===== config.mk =====
export PLATFORM = sky130hd
export DESIGN_NAME = iir_sos_cascade
export DESIGN_NICKNAME = d
export VERILOG_FILES = /design/src/rtl/iir_sos_cascade.sv
export SDC_FILE = /design/constraint.sdc
export NUM_CORES = 2
export LEC_CHECK = 0
export BUFFER_PORTS_ARGS = -buffer_cell sky130_fd_sc_hd__buf_2
export CAP_MARGIN = 25
export CORE_MARGIN = 8
export CORE_UTILIZATION = 55
export CTS_CLUSTER_DIAMETER = 40
export DETAILED_ROUTE_END_ITERATION = 7
export PLACE_DENSITY = 0.73
export SYNTH_ARGS = -nofsm -noshare
export SYNTH_HDL_FRONTEND = slang
export SYNTH_SLANG_ARGS = --single-unit

===== constraint.sdc =====
create_clock -name clk -period 38.1 [get_ports clk]
set_input_delay 3.81 -clock clk [delete_from_list [all_inputs] [get_ports clk]]
set_output_delay 3.81 -clock clk [all_outputs]
set_load 0.03 [all_outputs]

===== src/rtl/iir_sos_cascade.sv =====
// Cascade of biquad sections sharing one multiply-accumulate unit,
// with valid/ready sample streams and a runtime coefficient bank.
module iir_sos_cascade #(
  parameter int DW   = 24,
  parameter int CW   = 24,
  parameter int FRAC = 22,
  parameter int NSEC = 4
) (
  input  logic                        clk,
  input  logic                        rst_n,
  input  logic                        s_valid,
  output logic                        s_ready,
  input  logic [DW-1:0]               s_data,
  output logic                        m_valid,
  input  logic                        m_ready,
  output logic [DW-1:0]               m_data,
  input  logic                        cfg_we,
  input  logic [$clog2(5*NSEC)-1:0]   cfg_addr,
  input  logic [CW-1:0]               cfg_data,
  output logic                        cfg_ready,
  input  logic [NSEC-1:0]             bypass,
  input  logic                        clr,
  output logic                        busy,
  output logic                        sat_flag
);

  localparam int AW   = $clog2(5*NSEC);
  localparam int SW   = (NSEC > 1) ? $clog2(NSEC) : 1;
  localparam int ACCW = DW + CW + 4;
  localparam logic signed [ACCW-1:0] HALF = ACCW'(1) <<< (FRAC-1);

  typedef enum logic [1:0] {IDLE, MAC, WB, OUT} state_t;

  state_t state, state_nx;

  logic signed [CW-1:0]    coef [5*NSEC];
  logic signed [DW-1:0]    x1 [NSEC];
  logic signed [DW-1:0]    x2 [NSEC];
  logic signed [DW-1:0]    y1 [NSEC];
  logic signed [DW-1:0]    y2 [NSEC];
  logic signed [DW-1:0]    xcur;
  logic signed [ACCW-1:0]  acc;
  logic [2:0]              j;
  logic [SW-1:0]           sec;

  logic                    last;
  logic [AW-1:0]           cidx;
  logic signed [DW-1:0]    op;
  logic signed [DW+CW-1:0] prod;
  logic signed [ACCW-1:0]  prod_x;
  logic signed [ACCW-1:0]  rnd;
  logic signed [ACCW-1:0]  shifted;
  logic [ACCW-DW:0]        hi;
  logic                    clip;
  logic signed [DW-1:0]    ysat;
  logic                    addr_ok;

  assign s_ready   = (state == IDLE);
  assign cfg_ready = (state == IDLE);
  assign busy      = (state != IDLE);
  assign last      = (sec == SW'(NSEC-1));
  assign cidx      = AW'(32'(sec) * 5 + 32'(j));
  assign addr_ok   = 32'(cfg_addr) < 32'(5*NSEC);

  always_ff @(posedge clk or negedge rst_n) begin
    if (!rst_n) state <= IDLE;
    else        state <= state_nx;
  end

  always_comb begin
    state_nx = state;
    unique case (state)
      IDLE:    if (s_valid) state_nx = MAC;
      MAC:     if (j == 3'd4) state_nx = WB;
      WB:      state_nx = last ? OUT : MAC;
      OUT:     if (!m_valid || m_ready) state_nx = IDLE;
      default: state_nx = IDLE;
    endcase
    if (clr) state_nx = IDLE;
  end

  always_comb begin
    op = '0;
    unique case (j)
      3'd0:    op = xcur;
      3'd1:    op = x1[sec];
      3'd2:    op = x2[sec];
      3'd3:    op = y1[sec];
      3'd4:    op = y2[sec];
      default: op = '0;
    endcase
  end

  assign prod    = coef[cidx] * op;
  assign prod_x  = ACCW'(prod);
  assign rnd     = acc + HALF;
  assign shifted = rnd >>> FRAC;
  assign hi      = shifted[ACCW-1:DW-1];
  assign clip    = !((&hi) || !(|hi));

  // Clip toward the sign of the full-width result
  always_comb begin
    ysat = shifted[DW-1:0];
    if (clip) ysat = hi[ACCW-DW] ? {1'b1, {(DW-1){1'b0}}}
                                 : {1'b0, {(DW-1){1'b1}}};
  end

  always_ff @(posedge clk or negedge rst_n) begin
    if (!rst_n) begin
      for (int i = 0; i < 5*NSEC; i++)
        coef[i] <= (i % 5 == 0) ? CW'(1) <<< FRAC : '0;
      for (int k = 0; k < NSEC; k++) begin
        x1[k] <= '0;
        x2[k] <= '0;
        y1[k] <= '0;
        y2[k] <= '0;
      end
      xcur     <= '0;
      acc      <= '0;
      j        <= '0;
      sec      <= '0;
      m_valid  <= 1'b0;
      m_data   <= '0;
      sat_flag <= 1'b0;
    end else if (clr) begin
      for (int k = 0; k < NSEC; k++) begin
        x1[k] <= '0;
        x2[k] <= '0;
        y1[k] <= '0;
        y2[k] <= '0;
      end
      acc      <= '0;
      j        <= '0;
      sec      <= '0;
      m_valid  <= 1'b0;
      sat_flag <= 1'b0;
    end else begin
      if (m_valid && m_ready) m_valid <= 1'b0;
      unique case (state)
        IDLE: begin
          if (cfg_we && addr_ok) coef[cfg_addr] <= cfg_data;
          if (s_valid) begin
            xcur <= s_data;
            acc  <= '0;
            j    <= '0;
            sec  <= '0;
          end
        end
        MAC: begin
          acc <= (j < 3'd3) ? acc + prod_x : acc - prod_x;
          j   <= (j == 3'd4) ? 3'd0 : j + 3'd1;
        end
        WB: begin
          acc <= '0;
          j   <= '0;
          sec <= last ? '0 : sec + 1'b1;
          if (!bypass[sec]) begin
            x2[sec] <= x1[sec];
            x1[sec] <= xcur;
            y2[sec] <= y1[sec];
            y1[sec] <= ysat;
            xcur    <= ysat;
            if (clip) sat_flag <= 1'b1;
          end
        end
        OUT: begin
          if (!m_valid || m_ready) begin
            m_data  <= xcur;
            m_valid <= 1'b1;
          end
        end
        default: ;
      endcase
    end
  end

endmodule

==> impl_metrics.py <==
metrics = {
    "sta": {
        "slew_violations": 0,
        "rsz0062_at_grt": "no",
        "setup_tns_ns": 0,
        "finalCriticalPeriod_ns": 15.65,
        "max_freq_ghz": 0.0639,
        "worstMarginPinSlew_ns": 1.12,
        "fin_hold_ws_ns": 0.480,
        "relSlewSlack_pct": 24.5,
        "hold_viol": 0,
        "finalCritPeriodShare_pct": 41.1,
        "skew_ns": 0.0298,
        "setup_viol_count_final": 0,
    },
    "detailed_routing": {
        "vias_per_cell": 6.21,
        "finalWirelength_um": 197000,
        "drc": 0,
        "drtIter0Drc": 4327,
        "routedWlPerCell_um": 24.5,
        "first_pass_iters": 8,
        "drtAntennaViolNets": 0,
        "vias": 49800,
    },
    "floorplan": {
        "die_y_um": 371,
        "rows": 130,
        "core_area_mm2": 0.125,
        "fp.dieArea_mm2": 0.138,
        "ios": 92,
        "die_w_um": 371,
        "initial_utilization_pct": 55.3,
    },
    "clocking": {
        "cts_buffers": 133,
        "clock_sinks": 973,
        "cts_tree": "yes",
        "htreeDepth": 4,
        "postCtsHoldBufs": 0,
        "ctsRootBufferMaster": "clkbuf_16",
        "cts_resized": 0,
        "clk_pin_slew_ns": 0.06,
        "cts_setup_buffers": 0,
        "clk_latency_ns": 0.76,
        "clock_path_buffers": 3,
    },
    "min_path": {
        "min_path_type": "register to register",
        "hold_start": "y1[84]",
    },
    "worst_setup_path": {
        "r2r-start": "sec[0]",
        "crit_arrival_ns": 16.28,
        "reg2regPathDepth": 44,
        "crit_path_end": "acc[49]",
        "cp_common_cell": "fa_1",
        "cpPeakStageDelay_ns": 0.87,
        "reg2reg_to": "acc[49]",
        "worstSetupEndpointType": "register",
        "cpMaxStageDelayCell": "ha_4",
        "crit_start": "sec[0]",
        "rrSetupSlack_ns": 22.45,
        "critPathMaxFanout": 44,
        "criticalPathCategory": "register to register",
        "cp.required_ns": 38.74,
        "startpoint_type": "register",
    },
    "global_route": {
        "antenna_found_initial": 5,
        "grt_pass1_vias": 53100,
        "grt_overflow": 0,
        "grt_use_total_pct": 29.2,
        "grt_max_degree": 163,
        "grt_pass1_wl_um": 312000,
    },
    "synth": {
        "yosysWarnings": 0,
        "ys.flop_type": "dfrtp_1",
        "synth_top_area_cell": "dfrtp_1",
        "syn_inst": 6328,
        "avgSynthCellArea_um2": 11.0,
        "ys_ff_latch": 973,
        "synthesis.nets": 7206,
        "synthTopCellsByArea": "dfrtp_1 35%, fa_1 18%, mux2_2 8.3%",
        "synth_top_area_share_pct": 34.9,
        "ys_types": 104,
        "async_flop_share_pct": 100,
        "synth_edf_count": 0,
        "netlist_area_mm2": 0.0694,
        "seq_area_frac_synth_pct": 35.1,
    },
    "place": {
        "gp_congestion": 0.966,
        "place.port_buffers": 91,
        "post_dp_cell_area_mm2": 0.0716,
        "hpwl_um": 135000,
    },
    "cells_and_area": {
        "num-fill-cells": 9780,
        "stdcell_area_mm2": 0.0763,
        "layout-drive-gt1-share_pct": 20.4,
        "area_growth_pct": 9.93,
        "fin_nets": 7138,
    },
    "job": {
        "drv_cap": 0,
    },
    "outcome": {
        "status": "complete, no violations",
    },
}
==> registers in the layout, summed over array words and instances (netlist names), 24 cells and up <==
| name | count |
|---|---|
| m_data | 24 |
| y1 | 96 |
| x1 | 96 |
| xcur | 24 |
| coef | 480 |
| y2 | 96 |
| acc | 52 |
| x2 | 96 |
==> placed cells by master (no fill, tap or decap), types with 18 or more instances in the layout <==
cell type / count
nand2_1: 844
dfrtp_1: 967
xor2_1: 67
mux2_2: 513
a22oi_1: 40
and2_1: 34
a21o_1: 67
inv_1: 719
nand3_1: 74
nor3_1: 35
ha_1: 201
nor2b_1: 22
a21oi_1: 275
buf_2: 89
nand2b_1: 27
o21a_1: 22
buf_4: 110
nor2_1: 285
a22o_1: 226
o21ai_0: 181
a31oi_1: 23
mux2i_1: 29
fa_1: 609
clkbuf_16: 136
clkinv_2: 20
and3_1: 28
xnor2_1: 82
o31ai_1: 18
mux4_2: 238
==> cell families after synthesis <==
family | Yosys count | share of synthesized area (%)
xor+xnor | 150 | 1.89
fa+ha+maj | 815 | 21.3
compound gates | 1004 | 9.82
flops | 973 | 35.1
buf+inv | 1132 | 6.18
mux | 780 | 16.5
simple gates | 1474 | 9.27
==> metrics by stage <==
| stage | cells | setup slack (ns) | utilization, % |
|---|---|---|---|
| after floorplan | 6328 | 25.66 | - |
| final | 8022 | 22.45 | 60.8 |
| after global routing | 8021 | 21.59 | 60.8 |
| after detailed placement | 7770 | 22.51 | 57.1 |
| after CTS | 8016 | 22.44 | 60.7 |
| after global placement | 7768 | 22.51 | 57.1 |
==> final cells by class <==
type                    count  area [µm²]  share of cell area (%)
multi-input cells        4223       41100                    53.9
well taps                1650        2060                    2.71
clock buffers             161        3630                    4.75
inverters                 721        2710                    3.55
clock inverters            85         957                    1.25
flip-flops and latches    973       24400                    31.9
diodes                      1        2.50                 0.00328
repair buffers            208        1480                    1.93
==> worst max-delay path, delay by kind of cell, from the launching register on <==
kind,cells,cell delay [ns]
muxes,3,1.45
AOI/OAI and AO/OA,13,2.68
xor gates and xnor gates,1,0.23
DFF,1,0.72
adders and majority gates,10,5.35
buffers and inverters,7,2.33
and+or+nand+nor,10,2.56
==> synthesized netlist by cell type (9+ instances only) <==
| master | number |
|---|---|
| inv_1 | 719 |
| clkbuf_1 | 354 |
| or2_2 | 16 |
| o21ai_0 | 182 |
| and2_1 | 38 |
| nand2_1 | 847 |
| and3_1 | 28 |
| nor3_1 | 36 |
| buf_1 | 39 |
| nor4_1 | 11 |
| buf_2 | 15 |
| nor2_1 | 290 |
| nor3b_1 | 11 |
| mux2i_1 | 29 |
| o21bai_1 | 17 |
| a211oi_1 | 16 |
| o31ai_1 | 18 |
| nand2b_1 | 28 |
| o21a_1 | 22 |
| mux2_2 | 513 |
| nor2b_1 | 28 |
| a22o_1 | 226 |
| dfrtp_1 | 969 |
| nand3_1 | 74 |
| nand4_1 | 16 |
| mux4_2 | 238 |
| ha_1 | 205 |
| xor2_1 | 68 |
| xnor2_1 | 82 |
| a21o_1 | 67 |
| fa_1 | 610 |
| a21oi_1 | 280 |
| a31oi_1 | 23 |
| a221oi_1 | 13 |
| o21ai_1 | 9 |
| a22oi_1 | 40 |
| o211ai_1 | 17 |
==> layer usage <==
layer  vias to the layer above  part of all wire (%)  track usage [%]
met5                         -                 0.027                0
met4                         8                   6.1             15.7
met3                       591                   7.4             5.24
met2                      2187                    48             47.2
met1                     25700                    39             37.5
li1                      21300                     -                -
==> how the worst min path moves through the flow <==
stage,end,slack (ns),depth (start not counted)
floorplan,y1[25],0.44,2
global placement,y1[82],0.46,2
detailed placement,y1[47],0.46,2
CTS,y1[47],0.48,2
global route,y1[80],0.50,2
finish,y1[84],0.48,2
Power is left out: the tool's default activity adds up to more than one toggle a clock period on the data nets, which glitch-free logic cannot reach.
